**src/rtl/video_pkg.sv**
```systemverilog
// Shared definitions for the video output fetch path: FSM states, default
// frame geometry and Wishbone/control register field constants.
package video_pkg;

  typedef enum logic [1:0] {
    IDLE,
    WAIT_SPACE,
    BURST,
    END_CHECK
  } state_t;

  localparam int unsigned FRAME_WORDS_DEFAULT = 76800;
  localparam int unsigned CTR_ENABLE_BIT      = 0;
  localparam logic [3:0]  WB_SEL_ALL          = 4'hF;

endpackage

```
**src/rtl/video_out_fetch.sv**
```systemverilog
// Wishbone read master that streams a stored frame from RAM into the video-out
// FIFO in fixed NB_PACK-word bursts, pulsing new_frame/interrupt at frame edges.
module video_out_fetch
  import video_pkg::*;
#(
  parameter int unsigned NB_PACK     = 16,
  parameter int unsigned FRAME_WORDS = FRAME_WORDS_DEFAULT
) (
  input  logic        clk,
  input  logic        nRST,
  input  logic [31:0] wb_reg_data,
  input  logic [31:0] wb_reg_ctr,
  input  logic        space_available,
  output logic        w_e,
  output logic [31:0] data_out,
  output logic        new_frame,
  output logic        interrupt,
  output logic        p_wb_STB_O,
  output logic        p_wb_CYC_O,
  output logic        p_wb_LOCK_O,
  output logic [3:0]  p_wb_SEL_O,
  output logic        p_wb_WE_O,
  output logic [31:0] p_wb_ADR_O,
  input  logic        p_wb_ACK_I,
  input  logic [31:0] p_wb_DAT_I
);

  localparam int unsigned CW = $clog2(FRAME_WORDS + 1);
  localparam int unsigned BW = $clog2(NB_PACK + 1);

  state_t        r_state,     w_state_nxt;
  logic [31:0]   r_base,      w_base_nxt;
  logic [31:0]   r_adr,       w_adr_nxt;
  logic [31:0]   r_data,      w_data_nxt;
  logic [CW-1:0] r_word_cnt,  w_word_cnt_nxt;
  logic [BW-1:0] r_burst_cnt, w_burst_cnt_nxt;
  logic          r_cyc,       w_cyc_nxt;
  logic          r_we,        w_we_nxt;
  logic          r_nf,        w_nf_nxt;
  logic          r_int,       w_int_nxt;

  logic        w_en;
  logic        w_ack;
  logic        w_last_beat;
  logic        w_frame_done;
  logic        w_frame_last_word;
  logic [31:0] w_frame_base;
  logic        w_unused_bits;

  assign w_en              = wb_reg_ctr[CTR_ENABLE_BIT];
  assign w_ack             = r_cyc & p_wb_ACK_I;
  assign w_last_beat       = (r_burst_cnt == BW'(NB_PACK - 1));
  assign w_frame_done      = (r_word_cnt == CW'(FRAME_WORDS));
  assign w_frame_last_word = (r_word_cnt == CW'(FRAME_WORDS - 1));
  assign w_frame_base      = {wb_reg_data[31:2], 2'b00};
  assign w_unused_bits     = ^{wb_reg_data[1:0], wb_reg_ctr[31:1]};

  always_ff @(posedge clk or negedge nRST) begin
    if (!nRST) begin
      r_state     <= IDLE;
      r_base      <= '0;
      r_adr       <= '0;
      r_data      <= '0;
      r_word_cnt  <= '0;
      r_burst_cnt <= '0;
      r_cyc       <= 1'b0;
      r_we        <= 1'b0;
      r_nf        <= 1'b0;
      r_int       <= 1'b0;
    end else begin
      r_state     <= w_state_nxt;
      r_base      <= w_base_nxt;
      r_adr       <= w_adr_nxt;
      r_data      <= w_data_nxt;
      r_word_cnt  <= w_word_cnt_nxt;
      r_burst_cnt <= w_burst_cnt_nxt;
      r_cyc       <= w_cyc_nxt;
      r_we        <= w_we_nxt;
      r_nf        <= w_nf_nxt;
      r_int       <= w_int_nxt;
    end
  end

  always_comb begin
    w_state_nxt     = r_state;
    w_base_nxt      = r_base;
    w_adr_nxt       = r_adr;
    w_data_nxt      = r_data;
    w_word_cnt_nxt  = r_word_cnt;
    w_burst_cnt_nxt = r_burst_cnt;
    w_cyc_nxt       = r_cyc;
    w_we_nxt        = 1'b0;
    w_nf_nxt        = 1'b0;
    w_int_nxt       = 1'b0;

    unique case (r_state)
      IDLE: begin
        if (w_en) begin
          w_base_nxt     = w_frame_base;
          w_word_cnt_nxt = '0;
          w_nf_nxt       = 1'b1;
          w_state_nxt    = WAIT_SPACE;
        end
      end

      WAIT_SPACE: begin
        if (!w_en) begin
          w_state_nxt = IDLE;
        end else if (space_available) begin
          w_cyc_nxt       = 1'b1;
          w_adr_nxt       = r_base + (32'(r_word_cnt) << 2);
          w_burst_cnt_nxt = '0;
          w_state_nxt     = BURST;
        end
      end

      // Interrupt is raised on the edge that enters END_CHECK so it lines up
      // with the final FIFO write of the frame.
      BURST: begin
        if (w_ack) begin
          w_data_nxt      = p_wb_DAT_I;
          w_we_nxt        = 1'b1;
          w_adr_nxt       = r_adr + 32'd4;
          w_word_cnt_nxt  = r_word_cnt + CW'(1);
          w_burst_cnt_nxt = r_burst_cnt + BW'(1);
          if (w_last_beat) begin
            w_cyc_nxt   = 1'b0;
            w_int_nxt   = w_frame_last_word;
            w_state_nxt = END_CHECK;
          end
        end
      end

      END_CHECK: begin
        if (w_frame_done) begin
          if (w_en) begin
            w_base_nxt     = w_frame_base;
            w_word_cnt_nxt = '0;
            w_nf_nxt       = 1'b1;
            w_state_nxt    = WAIT_SPACE;
          end else begin
            w_state_nxt = IDLE;
          end
        end else if (!w_en) begin
          w_state_nxt = IDLE;
        end else begin
          w_state_nxt = WAIT_SPACE;
        end
      end

      default: w_state_nxt = IDLE;
    endcase
  end

  // STB and LOCK track CYC: a burst never pauses the strobe mid-cycle.
  assign p_wb_CYC_O  = r_cyc;
  assign p_wb_STB_O  = r_cyc;
  assign p_wb_LOCK_O = r_cyc;
  assign p_wb_SEL_O  = r_cyc ? WB_SEL_ALL : '0;
  assign p_wb_WE_O   = 1'b0;
  assign p_wb_ADR_O  = r_adr;
  assign w_e         = r_we;
  assign data_out    = r_data;
  assign new_frame   = r_nf;
  assign interrupt   = r_int;

endmodule
```
**config.mk**
```make
export PLATFORM = sky130hd
export DESIGN_NAME = video_out_fetch
export DESIGN_NICKNAME = d
export VERILOG_FILES = /design/src/rtl/video_pkg.sv /design/src/rtl/video_out_fetch.sv
export SDC_FILE = /design/constraint.sdc
export NUM_CORES = 1
export LEC_CHECK = 0
export CAP_MARGIN = 10
export CORE_MARGIN = 2
export CORE_UTILIZATION = 50
export DETAILED_ROUTE_END_ITERATION = 8
export PLACE_DENSITY_LB_ADDON = 0.15
export SYNTH_ARGS = -nofsm -noshare
export SYNTH_HDL_FRONTEND = slang
export SYNTH_SLANG_ARGS = --single-unit
```
**constraint.sdc**
```tcl
create_clock -name clk -period 7.8 [get_ports clk]
set_input_delay 0.78 -clock clk [delete_from_list [all_inputs] [get_ports clk]]
set_output_delay 0.78 -clock clk [all_outputs]
set_load 0.1 [all_outputs]
```
=== Word-level counts from Yosys, hierarchy flattened ===
Index checks and enable logic that the tools add are counted.

* Input port bits: 100
* Output and inout port bits: 75
* Memory bits (read-only): 0
* Memories: 0
* Logic and storage cells: 74
* Bits in latches: 0
* RAM bits: 0
* Bits in registers: 124

* Div/mod/pow operators: 0
* Magnitude comparators: 0
* $add $sub $neg: 4
* Reductions and logical operators: 10
* Multiply operators: 0
* Mux-type cells: 36
* Bitwise gates (word level): 1
* Equal/unequal tests: 13
* Shift operators: 0

{| class="wikitable"
|+ Operator list
! kind !! number
|-
| $mux 32 || 5
|-
| $pmux 32 s2 || 2
|-
| $mux 17 || 3
|-
| $pmux 17 s3 || 1
|-
| $eq 17x17->1 const B || 2
|-
| $add 32x19->32 || 1
|-
| $add 32x3->32 const B || 1
|-
| $add 17x1->17 const B || 1
|-
| $mux 5 || 3
|-
| $mux 1 || 12
|-
| $ne 2x2->1 const B || 6
|-
| $mux 2 || 5
|-
| $pmux 5 s2 || 1
|-
| $pmux 2 s4 || 1
|-
| $reduce_and 4->1 || 2
|-
| $add 5x1->5 const B || 1
|-
| $eq 5x4->1 const B || 1
|-
| $reduce_and 5->1 || 1
|-
| $eq 2x2->1 const B || 2
|-
| $mux 4 || 1
|-
| $pmux 1 s2 || 2
|-
| $reduce_and 2->1 || 2
|-
| $reduce_bool 2->1 || 2
|-
| $ne 3x3->1 const B || 1
|-
| 5 further kinds || 5
|}

=== Logic depth before layout (Yosys ltp) ===
Gate-level depths: netlist (run 1).

* Word-level depth: 4
* Depth in mapped cells: 12
* Mapped depth without buffers: 10

=== Least setup slack after synthesis (run 1) ===
Ideal clock, no wire load.

* Path kind: register to register
* From: reg r_adr[2], in the netlist p_wb_ADR_O[2]
* To: reg r_adr[28], in the netlist p_wb_ADR_O[28]
* Arrival: 2.840 ns
* Required time: 7.665 ns
* Stages on the path, launching flop included: 9
* Slack: 4.825 ns
* Clock period less this slack: 2.975 ns
* Setup time: 0.135 ns
* Path buffers: 0
* Path through: dfrtp_1 > ha_1 > and3_1 > nand4_1 > nor4_1 > nand2_1 > mux2_2 > a22oi_1 > o21ai_0

* Word-level cells in the longest chain between the ends: 3

{| class="wikitable"
|+ RTL lines
! what !! RTL line !! source
|-
| from (decl) || video_out_fetch.sv:33 || <nowiki>logic [31:0] r_adr, w_adr_nxt;</nowiki>
|-
| from (signal assigned) || video_out_fetch.sv:73 || <nowiki>r_adr <= w_adr_nxt;</nowiki>
|-
| $add 32x3->32 || video_out_fetch.sv:123 || <nowiki>w_adr_nxt = r_adr + 32'd4;</nowiki>
|-
| $mux 32 || video_out_fetch.sv:120 || <nowiki>if (w_ack) begin</nowiki>
|-
| $pmux 32 s2 || video_out_fetch.sv:96 || <nowiki>unique case (r_state)</nowiki>
|}

Every way passes these cells. The select of a mux whose other input is x is not followed.
A chain may end at the register's enable or synchronous reset.

=== Worst setup path after layout (run 1) ===
* From: reg r_state[0]
* To: reg r_adr[29], in the netlist p_wb_ADR_O[29]

* Word-level cells in the longest chain between the ends: 3
* Elaborated cells between the ends (all ways): 8
* Those cells by class: 5 x eq/ne; 1 x mux; 2 x reduce/logical

{| class="wikitable"
|+ RTL lines
! what !! RTL line !! source
|-
| from (decl) || video_out_fetch.sv:31 || <nowiki>state_t r_state, w_state_nxt;</nowiki>
|-
| from (signal assigned) || video_out_fetch.sv:71 || <nowiki>r_state <= w_state_nxt;</nowiki>
|-
| $eq 2x1->1 or $eq 2x2->1 (tied branches) || video_out_fetch.sv:96 ||
|-
| $ne 2x2->1 (no source line) or $reduce_bool 2->1 (tied branches) || -- ||
|-
| $reduce_and 4->1 (no source line) || -- ||
|}

Several ways; a longest one is shown, not always the timed one.

==> impl_metrics.toml, run 1 <==
[routing]
drc = 0
antenna_left = 0
drt_iter0_drc = 480
avgRoutedWirePerCell_um = 16.7
wl_um = 16800
dr.pass1.iters = 6
num_vias = 5832
via_per_inst = 5.79

[global_route]
grt.overflow.total = 0
grt_use_total_pct = 23.4
grt_pass1_wl_um = 27400
grt_max_degree = 85
antenna_found_initial = 0
grt_pass1_vias = 5636

[setup_path]
crit_fanout = 48
crit_chain = "inv_1 > ha_1 > buf_4 > a21boi_0 > a211o_1 > nor2_1 > mux2_2 > a22oi_1 > o21ai_0"
worstPathArrival_ns = 3.41
slowest_delay_ns = 0.71
slowest_stage = "a211o_1"
cp-start-kind = "register"
crit_type = "reg2reg"
cp.required_ns = 8.05
critPathCaptureType = "register"

[cells_and_area]
area_growth_pct = 30.1
diodes = 0
layout.nets = 947
drive_above_1_share_pct = 14.1
fill_cells = 1011
stdcell_area_um2 = 8990

[timing]
tns_ns = 0
finClkSkew_ns = 0.0134
setup_violations = 0
grt_setup_unrepaired = "false"
slew_headroom_pct = 29.0
hold_viol_final = 0
max_freq_ghz = 0.316
worst_pin_slew_ns = 1.06
fin_crit_sh_pct = 40.5
min_period_ns = 3.16
hold_ws_ns = 0.328
drv_slew = 0

[die]
fp.dieH_um = 122
num_io_pins = 175
rows = 42
core-area_um2 = 13300
start_util_pct = 51.8
die-area_um2 = 14800
die_w_um = 122

[synth]
synthCells = 694
syn_area_per_cell_um2 = 9.96
synth_edf_count = 0
syn-cell-area_um2 = 6910
ys_async_sr_fraction_pct = 100
synth-main-ff-cell = "dfrtp_1"
yosys_register_bits = 120
yosysWarningCount = 0
ys_seq_area_share_pct = 43.4
synth_cell_types = 64

[pwr]
power_frac_comb_pct = 55.0
p_leak_nw = 3.91
finalPower_mw = 4.21
sw_frac_of_total_pct = 51.0
internal_power_mw = 2.06
power.share.clock_pct = 19.1
power_density_nw_per_um2 = 468
seqPwrFrac_pct = 25.9
peakVddDrop_uv = 439
power.switching_mw = 2.14

[clock_tree]
cts.clk_slew.worst_paths_ns = 0.06
cts_made_buffers = 17
tritoncts = "yes"
clock_sinks = 120
cts_buffer_depth = 2
clock_latency_ns = 0.41
clockRootBuffer = "clkbuf_16"
cts-htree-levels = 4
cts_hold_buf = 0
postCtsSetupBuffers = 0
cts-resized-gates = 0

[placed_design]
place_area_um2 = 8390
place_congestion = 0.905
dpl.hpwl_um = 12000
port_buffers = 138

[worst_hold_path]
hold_class = "in2async"

[job]
max-cap-violations = 0

[outcome]
outcome = "complete, no violations"
-- sequential cells by signal (all words and copies together) (netlist names) --
name	flops
data_out	32
p_wb_ADR_O	30
r_base	30
r_word_cnt	17
r_burst_cnt	5
r_state	2
interrupt	1
new_frame	1
p_wb_CYC_O	1
w_e	1
-- cells in the mapped netlist, types with 6 or more instances --
| master | number | area, um^2 |
|---|---|---|
| a211oi_1 | 6 | 45.0 |
| clkbuf_1 | 28 | 105 |
| inv_1 | 17 | 63.8 |
| xnor2_1 | 14 | 123 |
| and3_1 | 15 | 93.8 |
| o21ai_0 | 44 | 220 |
| nand3_1 | 38 | 190 |
| buf_4 | 9 | 67.6 |
| nand2_1 | 55 | 206 |
| xor2_1 | 21 | 184 |
| a31oi_1 | 6 | 37.5 |
| mux2_2 | 68 | 766 |
| a21oi_1 | 32 | 160 |
| nor3_1 | 8 | 40.0 |
| a221oi_1 | 6 | 52.6 |
| mux2i_1 | 13 | 130 |
| a21o_1 | 13 | 97.6 |
| nand4_1 | 12 | 75.1 |
| nor2_1 | 57 | 214 |
| ha_1 | 27 | 338 |
| dfrtp_1 | 120 | 3000 |
-- per-stage QoR --
step	util (%)	instances	worst slack, ns
6_report	67.4	1007	4.64
5_1_grt	67.4	1007	4.37
4_1_cts	67.4	1007	4.62
3_5_place_dp	62.8	976	4.50
3_3_place_gp	62.8	976	4.57
2_1_floorplan	-	696	4.83
-- cells by family (layout without fill, tap and decap cells) --
family / count (synthesis) / after routing / synth area share (%)
DFF: 120 / 120 / 43.4
and+or+nand+nor: 217 / 217 / 15.5
buffers and inverters: 58 / 193 / 3.78
adders and majority gates: 28 / 28 / 5.18
other: 1 / 3 / 0.0542
xor gates and xnor gates: 35 / 35 / 4.43
AOI/OAI and AO/OA: 154 / 154 / 14.7
muxes: 81 / 81 / 13.0
-- path summary, 6_finish.rpt --
kind | start | slack (ns) | to | cells after the start
hold / removal | nRST | 0.33 | p_wb_ADR_O[3] | 1
min in group clk | data_out[29] | 0.50 | data_out[29] | 1
setup / recovery | r_state[0] | 4.64 | p_wb_ADR_O[29] | 9
max in group asynchronous | nRST | 6.02 | r_burst_cnt[3] | 2
setup reg to reg | r_state[0] | 4.64 | p_wb_ADR_O[29] | 9
hold reg to reg | data_out[29] | 0.50 | data_out[29] | 1
-- cell usage in the layout (no fill, tap or decap), types with 4 or more instances in the layout --
cell type,count
a21o_1,13
a22oi_1,5
a211oi_1,5
o21bai_1,4
nor2_1,57
a22o_1,4
mux2_2,68
nor3_1,8
dfrtp_1,120
a31oi_1,6
mux2i_1,13
nand3_1,38
nand4_1,12
ha_1,27
and3_1,15
nand3b_1,4
nor4_1,5
xor2_1,21
nand2_1,55
xnor2_1,14
inv_1,17
a221oi_1,6
o21ai_0,43
buf_4,7
clkbuf_16,17
a21oi_1,32
and4_1,5
clkbuf_8,4
clkdlybuf4s50_1,137
-- worst max-delay path, delay by kind of cell, from the launching register on --
| kind | cells | cell delay [ns] |
|---|---|---|
| multiplexers | 1 | 0.29 |
| flip-flops | 1 | 0.42 |
| AND/OR/NAND/NOR | 1 | 0.08 |
| adder cells (fa/ha/maj) | 1 | 0.18 |
| AO/OA/AOI/OAI | 4 | 1.42 |
| buffers and inverters | 2 | 0.61 |
-- cell type report --
| type | count | area (um^2) | share of cell area, % |
|---|---|---|---|
| inverter | 18 | 67.6 | 0.751 |
| clock inverter | 7 | 116 | 1.29 |
| tap | 176 | 220 | 2.45 |
| timing repair buffer | 144 | 1420 | 15.8 |
| clock buffer | 24 | 492 | 5.47 |
| sequential | 120 | 3000 | 33.4 |
| multi-input combinational | 518 | 3670 | 40.8 |
-- power by group through the flow --
stage	registers, mW	clock network, mW	logic [mW]
finish	1.09	0.804	2.32
global route	1.13	0.846	2.44
CTS	1.09	0.818	2.32
detailed placement	1.10	0	2.31
global placement	1.08	0	2.27
floorplan	2.06	0	0.776
-- layer usage --
layer  part of all wire [%]  vias up  global-route usage [%]
met5                      0        -                       0
met4                    2.5        0                    9.05
met3                    5.9       31                    5.52
met2                     47      212                    37.3
met1                     45     2816                    31.1
li1                       -     2773                       -
Note: power is estimated with default switching activity, not from simulation.
==> run 2, diff against run 1 <==
--- a/config.mk
+++ b/config.mk
@@ -7,7 +7,7 @@
 export LEC_CHECK = 0
 export CAP_MARGIN = 10
 export CORE_MARGIN = 2
-export CORE_UTILIZATION = 50
+export CORE_UTILIZATION = 45
 export DETAILED_ROUTE_END_ITERATION = 8
 export PLACE_DENSITY_LB_ADDON = 0.15
 export SYNTH_ARGS = -nofsm -noshare
==> constraint.sdc (replaced) <==
create_clock -name clk -period 2.8 [get_ports clk]
set_input_delay 0.28 -clock clk [delete_from_list [all_inputs] [get_ports clk]]
set_output_delay 0.28 -clock clk [all_outputs]
set_load 0.1 [all_outputs]
==> impl_metrics.toml, run 2 (synthesis results as in run 1) <==
[outcome]
outcome = "complete, no violations"

[die]
die_w_um = 128
core-area_um2 = 15100
rows = 45
start_util_pct = 45.8
fp.dieH_um = 128
num_io_pins = 175
die-area_um2 = 16400

[clock_tree]
cts.clk_slew.worst_paths_ns = 0.06
clock_sinks = 120
clockRootBuffer = "clkbuf_16"
cts-htree-levels = 4
cts_buffer_depth = 2
cts_made_buffers = 17
tritoncts = "yes"
clock_latency_ns = 0.41

[cells_and_area]
stdcell_area_um2 = 9060
drive_above_1_share_pct = 25.9
mostFrequentLayoutCells = "dfrtp_1 (113), buf_4 (98), mux2_2 (68)"
final_util_pct = 60.1
mostFrequentLayoutCell = "dfrtp_1"
fin_cells = 1041
area_growth_pct = 31.1
layout.nets = 968
largest_register_ffs = 32
diodes = 0

[global_route]
grt_pass1_vias = 5835
grt_max_degree = 64
antenna_found_initial = 0
grt.overflow.total = 0
grt_pass1_wl_um = 28100
grt_use_total_pct = 21.4

[routing]
dr.pass1.iters = 6
via_per_inst = 5.69
antenna_left = 0
drt_iter0_drc = 504
wl_um = 17000
drc = 0
avgRoutedWirePerCell_um = 16.4
num_vias = 5921

[placed_design]
dpl.hpwl_um = 12500
pre_cts_slack_ns = 0.109
port_buffers = 138
dpl.cell_count = 1008
place_area_um2 = 8390
place_congestion = 0.907

[timing]
fin_crit_sh_pct = 96.7
slew_headroom_pct = 46.1
max_freq_ghz = 0.369
worst_pin_slew_ns = 0.809
hold_viol_final = 0
drv_slew = 0
setup_ws_ns = 0.0930
setup_violations = 0
finClkSkew_ns = 0.00842
min_period_ns = 2.71

[pwr]
power_density_nw_per_um2 = 1310
peakVddDrop_uv = 1000
p_leak_nw = 4.09

[setup_path]
cp.required_ns = 3.09
crit_type = "reg2reg"
ff2ff_path_depth = 7
critPathCaptureType = "register"
worstPathArrival_ns = 3.00
cp-start-kind = "register"
crit_fanout = 7

[job]
max-cap-violations = 0

[worst_hold_path]
hold_class = "in2reg"
min_path_cells = 2
-- run 2: changes by cell type in the layout (fill, tap and decap cells not counted), sizes merged --
cell           delta
clkbuf            -4
bufinv            +2
buf              +92
inv               +1
dlygate4sd3       +1
clkdlybuf4s50    -72
clkinvlp          +2
-- run 2: worst paths after layout --
check | from | endpoint | slack [ns]
max in group asynchronous | nRST | data_out[5] | 1.39
min reg2reg | data_out[17] | data_out[17] | 0.50
min | wb_reg_data[15] | r_base[15] | 0.48
max | r_word_cnt[9] | r_word_cnt[7] | 0.09
max reg2reg | r_word_cnt[9] | r_word_cnt[7] | 0.09
min in group asynchronous | nRST | p_wb_ADR_O[3] | 0.50
-- run 2: layout make-up --
class | count | area, um^2
flip-flops and latches | 120 | 3010
repair buffers | 165 | 1420
clock buffers | 20 | 457
well taps | 188 | 235
multi-input cells | 518 | 3680
clock inverters | 12 | 196
inverters | 18 | 67.6
fillers | 1271 | 6030
-- run 2: worst max-delay path, stage by stage (launching register included) --
cell     delay, ns
dfrtp_1       0.43
or4_1         0.53
or3_1         0.46
a221o_1       0.54
nor2_4        0.28
nand3_1       0.13
xor2_1        0.16
nor2_1        0.06
-- run 2: repair_timing --
action                                 4_1_cts  5_1_grt
endpoints found under the hold margin       24        0
hold buffers                                 1        0
setup buffers                                0        0
setup endpoints to repair                    0        4
resized for setup                            0        3
-- run 2: per-layer routing --
layer	GRT usage [%]	vias to the layer above	wire length, um
met4	7.30	0	253
met2	34.2	218	8160
li1	-	2812	-
met5	0	-	0
met1	28.3	2868	7590
met3	5.68	23	1030
-- run 2: stage by stage --
stage / TNS (ns) / power [mW] / hold WS (ns)
floorplan: -0.000654 / 7.91 / -0.0156
finish: 0 / 11.9 / 0.477
CTS: 0 / 12.0 / 0.463
detailed placement: 0 / 9.49 / 0.435
global placement: 0 / 9.34 / 0.425
global route: -0.00607 / 12.5 / 0.474
-- run 2: report_power, final --
part           internal (mW)  total [mW]  switching (mW)
clock network           1.62        2.40           0.778
logic                   1.82        6.44            4.62
registers               2.40        3.06           0.652
==> run 3, diff against run 2 <==
--- a/config.mk
+++ b/config.mk
@@ -9,7 +9,9 @@
 export CORE_MARGIN = 2
 export CORE_UTILIZATION = 45
 export DETAILED_ROUTE_END_ITERATION = 8
+export GPL_ROUTABILITY_DRIVEN = 1
 export PLACE_DENSITY_LB_ADDON = 0.15
 export SYNTH_ARGS = -nofsm -noshare
 export SYNTH_HDL_FRONTEND = slang
 export SYNTH_SLANG_ARGS = --single-unit
+export TNS_END_PERCENT = 5
==> results of run 3 <==
The final DEF is identical to that of run 2; final timing and power are the same.
